[config.mk]
export PLATFORM = sky130hd
export DESIGN_NAME = reg_bank_sequencer_flat
export DESIGN_NICKNAME = d
export VERILOG_FILES = /design/src/rtl/umix_pkg.sv /design/src/rtl/reg_bank_sequencer_if.sv /design/src/rtl/reg_bank_sequencer.sv /design/src/flat_wrapper.sv
export SDC_FILE = /design/constraint.sdc
export NUM_CORES = 1
export LEC_CHECK = 0
export CAP_MARGIN = 30
export CORE_MARGIN = 2
export CORE_UTILIZATION = 48
export CTS_CLUSTER_SIZE = 28
export DETAILED_ROUTE_END_ITERATION = 6
export PLACE_DENSITY = 0.93
export SLEW_MARGIN = 10
export SYNTH_ARGS = -nofsm -noshare
export SYNTH_HDL_FRONTEND = slang
export SYNTH_SLANG_ARGS = --single-unit
[constraint.sdc]
create_clock -name clk -period 5.4 [get_ports clk]
set_input_delay 0.54 -clock clk [delete_from_list [all_inputs] [get_ports clk]]
set_output_delay 0.54 -clock clk [all_outputs]
set_load 0.005 [all_outputs]
[src/rtl/umix_pkg.sv]
// umix_pkg: shared widths, sequencer state encoding and operand-mask helpers
package umix_pkg;
  localparam int WORD_W = 32;
  localparam int SEL_W = 3;
  localparam int MASK_A = 2;
  localparam int MASK_B = 1;
  localparam int MASK_C = 0;
  typedef enum logic [2:0] {IDLE, RD_A, RD_B, RD_C, PRESENT, WRITE} seq_state_e;
  function automatic seq_state_e first_rd(input logic [2:0] m);
    return m[MASK_A] ? RD_A : m[MASK_B] ? RD_B : m[MASK_C] ? RD_C : PRESENT;
  endfunction
endpackage

[src/rtl/reg_bank_sequencer_if.sv]
// reg_bank_sequencer_if: decode/execute/writeback handshakes plus the single bank port
interface reg_bank_sequencer_if;
  import umix_pkg::*;
  logic rd_valid;
  logic rd_ready;
  logic [2:0] rd_mask;
  logic [SEL_W-1:0] ra;
  logic [SEL_W-1:0] rb;
  logic [SEL_W-1:0] rc;
  logic op_valid;
  logic op_ready;
  logic [WORD_W-1:0] op_a;
  logic [WORD_W-1:0] op_b;
  logic [WORD_W-1:0] op_c;
  logic wb_valid;
  logic wb_ready;
  logic [SEL_W-1:0] wb_reg;
  logic [WORD_W-1:0] wb_data;
  logic [SEL_W-1:0] bank_r;
  logic bank_s;
  logic [WORD_W-1:0] bank_d;
  logic [WORD_W-1:0] bank_q;
  modport master (
    input rd_valid, rd_mask, ra, rb, rc, op_ready, wb_valid, wb_reg, wb_data, bank_q,
    output rd_ready, op_valid, op_a, op_b, op_c, wb_ready, bank_r, bank_s, bank_d
  );
  modport slave (
    output rd_valid, rd_mask, ra, rb, rc, op_ready, wb_valid, wb_reg, wb_data, bank_q,
    input rd_ready, op_valid, op_a, op_b, op_c, wb_ready, bank_r, bank_s, bank_d
  );
endinterface

[src/rtl/reg_bank_sequencer.sv]
// reg_bank_sequencer: serialises operand reads and writebacks onto one register-bank port
module reg_bank_sequencer
  import umix_pkg::*;
(
  input logic clk,
  input logic reset,
  reg_bank_sequencer_if.master bus
);
  seq_state_e state_q, state_d;
  logic [2:0] mask_q;
  logic [SEL_W-1:0] ra_q, rb_q, rc_q, wbr_q;
  logic [WORD_W-1:0] wbd_q, op_a_q, op_b_q, op_c_q;
  logic idle, rd_acc, wb_acc;
  assign idle = reset && state_q == IDLE;
  assign bus.wb_ready = idle;
  assign bus.rd_ready = idle && !bus.wb_valid;
  assign wb_acc = bus.wb_valid && idle;
  assign rd_acc = bus.rd_valid && bus.rd_ready;
  assign bus.op_valid = state_q == PRESENT;
  assign bus.op_a = op_a_q;
  assign bus.op_b = op_b_q;
  assign bus.op_c = op_c_q;
  assign bus.bank_s = state_q == WRITE;
  assign bus.bank_d = bus.bank_s ? wbd_q : '0;
  assign bus.bank_r = state_q == RD_A ? ra_q : state_q == RD_B ? rb_q :
                      state_q == RD_C ? rc_q : state_q == WRITE ? wbr_q : '0;
  // next state: writeback wins in IDLE, reads walk the mask in A,B,C order
  always_comb begin
    state_d = state_q;
    case (state_q)
      IDLE:    state_d = wb_acc ? WRITE : rd_acc ? first_rd(bus.rd_mask) : IDLE;
      RD_A:    state_d = first_rd(mask_q & 3'b011);
      RD_B:    state_d = first_rd(mask_q & 3'b001);
      RD_C:    state_d = PRESENT;
      PRESENT: state_d = bus.op_ready ? IDLE : PRESENT;
      default: state_d = IDLE;
    endcase
  end
  // state, request latches and operand capture; reset aborts any access in flight
  always_ff @(posedge clk or negedge reset) begin
    if (!reset) begin
      state_q <= IDLE;
      mask_q <= '0;
      ra_q <= '0;
      rb_q <= '0;
      rc_q <= '0;
      wbr_q <= '0;
      wbd_q <= '0;
      op_a_q <= '0;
      op_b_q <= '0;
      op_c_q <= '0;
    end else begin
      state_q <= state_d;
      if (wb_acc) begin
        wbr_q <= bus.wb_reg;
        wbd_q <= bus.wb_data;
      end
      if (rd_acc) begin
        mask_q <= bus.rd_mask;
        ra_q <= bus.ra;
        rb_q <= bus.rb;
        rc_q <= bus.rc;
        op_a_q <= '0;
        op_b_q <= '0;
        op_c_q <= '0;
      end
      if (state_q == RD_A) op_a_q <= bus.bank_q;
      if (state_q == RD_B) op_b_q <= bus.bank_q;
      if (state_q == RD_C) op_c_q <= bus.bank_q;
    end
  end
endmodule
[src/flat_wrapper.sv]
// flat-port wrapper written by rule: the top's interface ports become plain ports
module reg_bank_sequencer_flat import umix_pkg::*;
  (clk, reset, bus_rd_valid, bus_rd_mask, bus_ra, bus_rb, bus_rc, bus_op_ready, bus_wb_valid, bus_wb_reg, bus_wb_data, bus_bank_q, bus_rd_ready, bus_op_valid, bus_op_a, bus_op_b, bus_op_c, bus_wb_ready, bus_bank_r, bus_bank_s, bus_bank_d);
  reg_bank_sequencer_if bus_i ();
  input logic clk;
  input logic reset;
  input wire logic [$bits(bus_i.rd_valid)-1:0] bus_rd_valid;
  input wire logic [$bits(bus_i.rd_mask)-1:0] bus_rd_mask;
  input wire logic [$bits(bus_i.ra)-1:0] bus_ra;
  input wire logic [$bits(bus_i.rb)-1:0] bus_rb;
  input wire logic [$bits(bus_i.rc)-1:0] bus_rc;
  input wire logic [$bits(bus_i.op_ready)-1:0] bus_op_ready;
  input wire logic [$bits(bus_i.wb_valid)-1:0] bus_wb_valid;
  input wire logic [$bits(bus_i.wb_reg)-1:0] bus_wb_reg;
  input wire logic [$bits(bus_i.wb_data)-1:0] bus_wb_data;
  input wire logic [$bits(bus_i.bank_q)-1:0] bus_bank_q;
  output wire logic [$bits(bus_i.rd_ready)-1:0] bus_rd_ready;
  output wire logic [$bits(bus_i.op_valid)-1:0] bus_op_valid;
  output wire logic [$bits(bus_i.op_a)-1:0] bus_op_a;
  output wire logic [$bits(bus_i.op_b)-1:0] bus_op_b;
  output wire logic [$bits(bus_i.op_c)-1:0] bus_op_c;
  output wire logic [$bits(bus_i.wb_ready)-1:0] bus_wb_ready;
  output wire logic [$bits(bus_i.bank_r)-1:0] bus_bank_r;
  output wire logic [$bits(bus_i.bank_s)-1:0] bus_bank_s;
  output wire logic [$bits(bus_i.bank_d)-1:0] bus_bank_d;
  assign bus_i.rd_valid = bus_rd_valid;
  assign bus_i.rd_mask = bus_rd_mask;
  assign bus_i.ra = bus_ra;
  assign bus_i.rb = bus_rb;
  assign bus_i.rc = bus_rc;
  assign bus_i.op_ready = bus_op_ready;
  assign bus_i.wb_valid = bus_wb_valid;
  assign bus_i.wb_reg = bus_wb_reg;
  assign bus_i.wb_data = bus_wb_data;
  assign bus_i.bank_q = bus_bank_q;
  assign bus_rd_ready = bus_i.rd_ready;
  assign bus_op_valid = bus_i.op_valid;
  assign bus_op_a = bus_i.op_a;
  assign bus_op_b = bus_i.op_b;
  assign bus_op_c = bus_i.op_c;
  assign bus_wb_ready = bus_i.wb_ready;
  assign bus_bank_r = bus_i.bank_r;
  assign bus_bank_s = bus_i.bank_s;
  assign bus_bank_d = bus_i.bank_d;
  reg_bank_sequencer u_core (.clk(clk), .reset(reset), .bus(bus_i));
endmodule
## Word-level counts from Yosys, hierarchy flattened

Index checks and enable logic that the tools add are counted.

- Register bits: 145
- Output and inout port bits: 135
- Input port bits: 84
- Logic and storage cells: 42

- Reduce and logical (&&, ||, !) cells: 9
- Mux-type cells: 18
- Eq/ne operators: 5

Operator list:

| cell | number |
|---|---|
| two-way mux 32 bit | 5 |
| two-way mux 3 bit | 12 |
| one-hot mux 3 bit (5 select lines) | 1 |
| == test 3 x 2 -> 1 bit, second input constant | 2 |
| == test 3 bit, second input constant | 2 |
| nonzero test 2 bit | 3 |
| logical AND 1 bit | 4 |
| == test 3 x 1 -> 1 bit, second input constant | 1 |
| logical NOT 3 bit | 1 |
| logical NOT 1 bit | 1 |

## Longest topological paths before layout

- Word-level depth: 7
- Mapped depth: 6
- Mapped depth without buffers: 4

## Worst setup path after synthesis

No wires, ideal clock.

- Path type: in2reg
- From: input port reset
- To: register u_core.mask_q[0]
- Buffers on the path: 1
- Data arrival time: 1.699 ns
- Data required time: 5.275 ns
- Slack: 3.577 ns
- Cell stages on the path: 4
- Library setup time: 0.125 ns
- Path through: or4b_4 nor2_4 buf_4 mux2_2

- Cells in the longest elaborated chain, start to end: 3

Ends and longest elaborated chain:

| element | RTL line | source |
|---|---|---|
| from (decl) | flat_wrapper.sv:6 | `input logic reset;` |
| logical AND 1 bit | reg_bank_sequencer.sv:14 | `assign idle = reset && state_q == IDLE;` |
| logical AND 1 bit | reg_bank_sequencer.sv:16 | `assign bus.rd_ready = idle && !bus.wb_valid;` |
| logical AND 1 bit | reg_bank_sequencer.sv:18 | `assign rd_acc = bus.rd_valid && bus.rd_ready;` |
| to (signal assigned) | reg_bank_sequencer.sv:59 | `mask_q <= bus.rd_mask;` |
| to (decl) | reg_bank_sequencer.sv:10 | `logic [2:0] mask_q;` |

No other way between the ends.
A chain may end at the register's enable or synchronous reset.

## Worst setup path after layout

- From: register u_core.state_q[1]
- To: output port bus_bank_d[10]

- Cells in the longest elaborated chain, start to end: 2

Ends and longest elaborated chain:

| element | RTL line | source |
|---|---|---|
| from (decl) | reg_bank_sequencer.sv:9 | `seq_state_e state_q, state_d;` |
| from (signal assigned) | reg_bank_sequencer.sv:53 | `state_q <= state_d;` |
| == test 3 bit | reg_bank_sequencer.sv:23 | `assign bus.bank_s = state_q == WRITE;` |
| two-way mux 32 bit | reg_bank_sequencer.sv:24 | `assign bus.bank_d = bus.bank_s ? wbd_q : '0;` |
| to (decl) | flat_wrapper.sv:25 | `output wire logic [$bits(bus_i.bank_d)-1:0] bus_bank_d;` |

No other way between the ends.

==> flow_results.org <==
** Run status
- Run status :: finished with violations
- Violated checks :: DRC

** Yosys
- Post-Syn Area :: 0.00591 sq mm
- The complex-gate fraction of the synthesized area was 0.146.
- Main combinational cell family by area after synthesis :: compound AO/OA/AOI/OAI gates
- Of the total synthesized cell area, the portion taken by XOR and XNOR cells is 0.
- Sorting the synthesized cells by area gives the leading types as sky130_fd_sc_hd__dfrtp_1 61%, sky130_fd_sc_hd__a22o_1 9.5%, sky130_fd_sc_hd__mux2_4 7.4%.
- Synth area leader :: sky130_fd_sc_hd__dfrtp_1
- Of the post-synthesis cell area, the part taken by muxes is 0.104.
- Dominant cell by count in the synthesized netlist :: sky130_fd_sc_hd__dfrtp_1
- Mean post-synth cell area :: 12.7 sq um
- Counting flops with a built-in enable in the synthesized netlist gives 0.
- Proportion of synthesized chip area in sequential cells :: 0.614
- The share of synthesized area in the top cell type comes to 0.614.
- The most used flip-flop cell after synthesis is sky130_fd_sc_hd__dfrtp_1.
- Synthesized instance count :: 467
- Simple-Gate Fraction of Synth Area :: 0.105
- Of all flip-flops after synthesis, the portion carrying an async set or reset was 1.00.
- Post-synthesis share of cell area spent on full adders, half adders and majority gates :: 0
- Number of library cell types mapped by synthesis :: 34
- Warnings, synthesis :: 0
- Counting flops and latches in the post-synthesis netlist gives 145.
- Synthesis produced a netlist with a net count of 551.
- Leading post-synthesis cells by instance count :: 145 x sky130_fd_sc_hd__dfrtp_1, 66 x sky130_fd_sc_hd__nand2_1, 64 x sky130_fd_sc_hd__a22o_1

** Layout
- The area growth from synthesis to layout is 48.8%.
- The net count of the finished layout is 761.
- For this run, the share of the core covered by cells in the final layout is 0.732.
- Post-route cell area :: 0.00879 sq mm
- Layout cell share with drive strength beyond 1 :: 0.138
- 0 antenna diodes ended up in the layout.

** Floorplanning
- Area of the core :: 0.0120 sq mm
- The floorplan step set the die height to 115 um.
- DIE AREA :: 0.0132 sq mm
- In this run the count of I/O pins placed on the die edge is 219.
- Cell Rows :: 40
- Starting Density :: 0.492
- Measured along the x axis, the die boundary spans 115 um.

** Detailed routing
- For this block, the via count after detailed routing is 4730.
- Wires add up to 16700 um.
- DR WL/cell :: 20.0 um
- Once detail routing completed, the nets flagged for antenna violations numbered 0.
- DR DRC count :: 5
- After detailed routing, the wire length on met1 is 6460 um.
- The first detailed-routing pass ran for 7 iterations.
- Top Metal Used :: met4
- For this block, the initial DRC count from the detailed router was 500.
- After detailed routing, the number of vias per cell comes to 5.66.
- Wire length on met3 :: 1390 um
- Sum of met2 wire segment lengths after detailed routing :: 8300 um

** Clocking
- Cts repair resizes :: 0
- In this run the clock root is driven by a sky130_fd_sc_hd__clkbuf_16.
- CTS tree :: done
- Hold_buf cts :: 0
- CTS saw 145 sinks.
- Clock insertion delay at the later pin of the skew report :: 420 ps
- CTS buffer count :: 17
- Number of setup buffers added after CTS :: 0
- CTS clk-pin slew, worst paths :: 60 ps
- Maximum root-to-sink buffer count :: 2
- In this run the number of H-tree levels came out at 4.

** Setup path
- Family of cells with the greatest summed delay on the critical path :: simple AND/OR/NAND/NOR gates
- STA classifies the critical path startpoint as a flop.
- Start-to-end type of the worst setup path :: reg2out
- Data arrives at the worst endpoint at 2680 ps.
- Crit path buffers/inverters :: 1
- In this design, the stage delay of the slowest critical-path cell is 920 ps.
- Required time of the critical path :: 4860 ps
- Slowest cell on the critical path :: sky130_fd_sc_hd__and3b_1
- Crit Path Max Fanout :: 33
- Type of element capturing the critical path :: output port
- Walking the worst path, the cells encountered are and3b_1 -> and2_1 -> clkdlybuf4s50_1.

** Timing
- Final number of max-transition violations :: 0
- Setup repair after global routing missed its margin :: false
- Shortest period the worst path allows :: 3220 ps
- At the pin with the least slew margin, the transition time is 939 ps.
- Final worst hold slack :: 168 ps
- Worst max-slew margin expressed relative to the limit :: 0.374
- Of the available clock period, the critical path in the final layout requires 0.596.
- Highest clock rate :: 0.311 GHz
- Total negative slack for setup checks :: 0 ps
- Total of endpoints with negative setup slack in the final report :: 0
- Final count of hold timing violations :: 0
- Between clock sinks in the finished design, the worst skew comes to 4.48 ps.

** GRT
- The number of global-route vias before repair came to 4948.
- The first global-routing pass estimated 26000 um of wire.
- Entering global routing, the biggest net connects 97 pins.
- For this run, the total global-route usage over all layers was measured as 0.258.
- Number of antenna violations at the first check in global routing :: 0
- Overall overflow remaining after global route :: 0

** Placed design
- Routability cong. :: 0.839
- Count of buffers inserted at the top-level ports :: 218
- Total placed instance area :: 0.00819 sq mm
- Half-perimeter wire length after detailed placement :: 11200 um

** Power and ir drop
- Dividing total power by cell area gives a power density of 559 mW/mm^2.
- IR analysis of the VDD net gives a maximum drop of 245 uV.
- Lkg Pwr :: 3.92 nW

** Run
- Max-cap violations in this run came to 0.

** Min path
- Class of the tightest hold or removal check :: in2async
-- cell families after synthesis --
logic type             Yosys count
buffers and inverters           40
muxes                           45
AOI/OAI and AO/OA              114
DFF                            145
and+or+nand+nor                123
-- through the flow --
step	setup WS (ps)	power, W	cells
detailed placement	2280	0.00371	805
CTS	2150	0.00493	836
global placement	2380	0.00361	804
floorplan	3580	0.00270	467
global route	2010	0.00516	836
finish	2180	0.00491	836
-- report_power, final --
group,total [W],internal [W],switching [W]
registers,0.00185,0.00154,0.000310
clock network,0.00119,0.000735,0.000454
logic,0.00187,0.00116,0.000704
total,0.00491,0.00344,0.00147
-- routing by layer --
| metal | track usage | vias up |
|---|---|---|
| met3 | 0.0712 | 50 |
| met4 | 0.129 | 0 |
| met2 | 0.428 | 282 |
| li1 | - | 2069 |
| met1 | 0.312 | 2329 |
| met5 | 0 | - |
-- cell type report --
cell class / instances / area, sq um
sequential: 145 / 3630
fill: 759 / 3220
timing repair buffer: 225 / 2240
multi-input combinational: 282 / 2110
clock buffer: 18 / 439
tap: 147 / 184
clock inverter: 13 / 163
inverter: 6 / 23.8
-- cell usage in the layout (no fill, tap or decap), drive strengths merged, types with 6 or more instances in the layout --
cell | netlist | layout
and2 | 35 | 35
clkinvlp | 0 | 6
o21ai | 36 | 36
clkbuf | 30 | 18
inv | 5 | 6
a22o | 64 | 64
dfrtp | 145 | 145
nor2 | 6 | 6
mux2 | 45 | 45
nand2 | 67 | 67
buf | 4 | 8
clkdlybuf4s50 | 0 | 217
-- registers in the layout (all words and copies together) (netlist names), 32 cells and up --
name and count:
u_core.bus.op_a 32, u_core.wbd_q 32, u_core.bus.op_b 32, u_core.bus.op_c 32
-- final timing paths --
| kind | endpoint | cells after the start | slack (ps) | start |
|---|---|---|---|---|
| setup reg to reg | u_core.rc_q[0]$_DFFE_PN0P_ | 3 | 2920 | u_core.state_q[1]$_DFF_PN0_ |
| setup / recovery | bus_bank_d[10] | 3 | 2180 | u_core.state_q[1]$_DFF_PN0_ |
| hold reg to reg | u_core.bus.op_a[15]$_DFFE_PN0P_ | 1 | 500 | u_core.bus.op_a[15]$_DFFE_PN0P_ |
| hold / removal | u_core.bus.op_a[24]$_DFFE_PN0P_ | 1 | 170 | reset |
| min in group clk | u_core.bus.op_a[15]$_DFFE_PN0P_ | 1 | 500 | u_core.bus.op_a[15]$_DFFE_PN0P_ |
| max in group asynchronous | u_core.wbd_q[16]$_DFFE_PN0P_ | 2 | 4020 | reset |
Note: power is estimated with default switching activity, not from simulation.
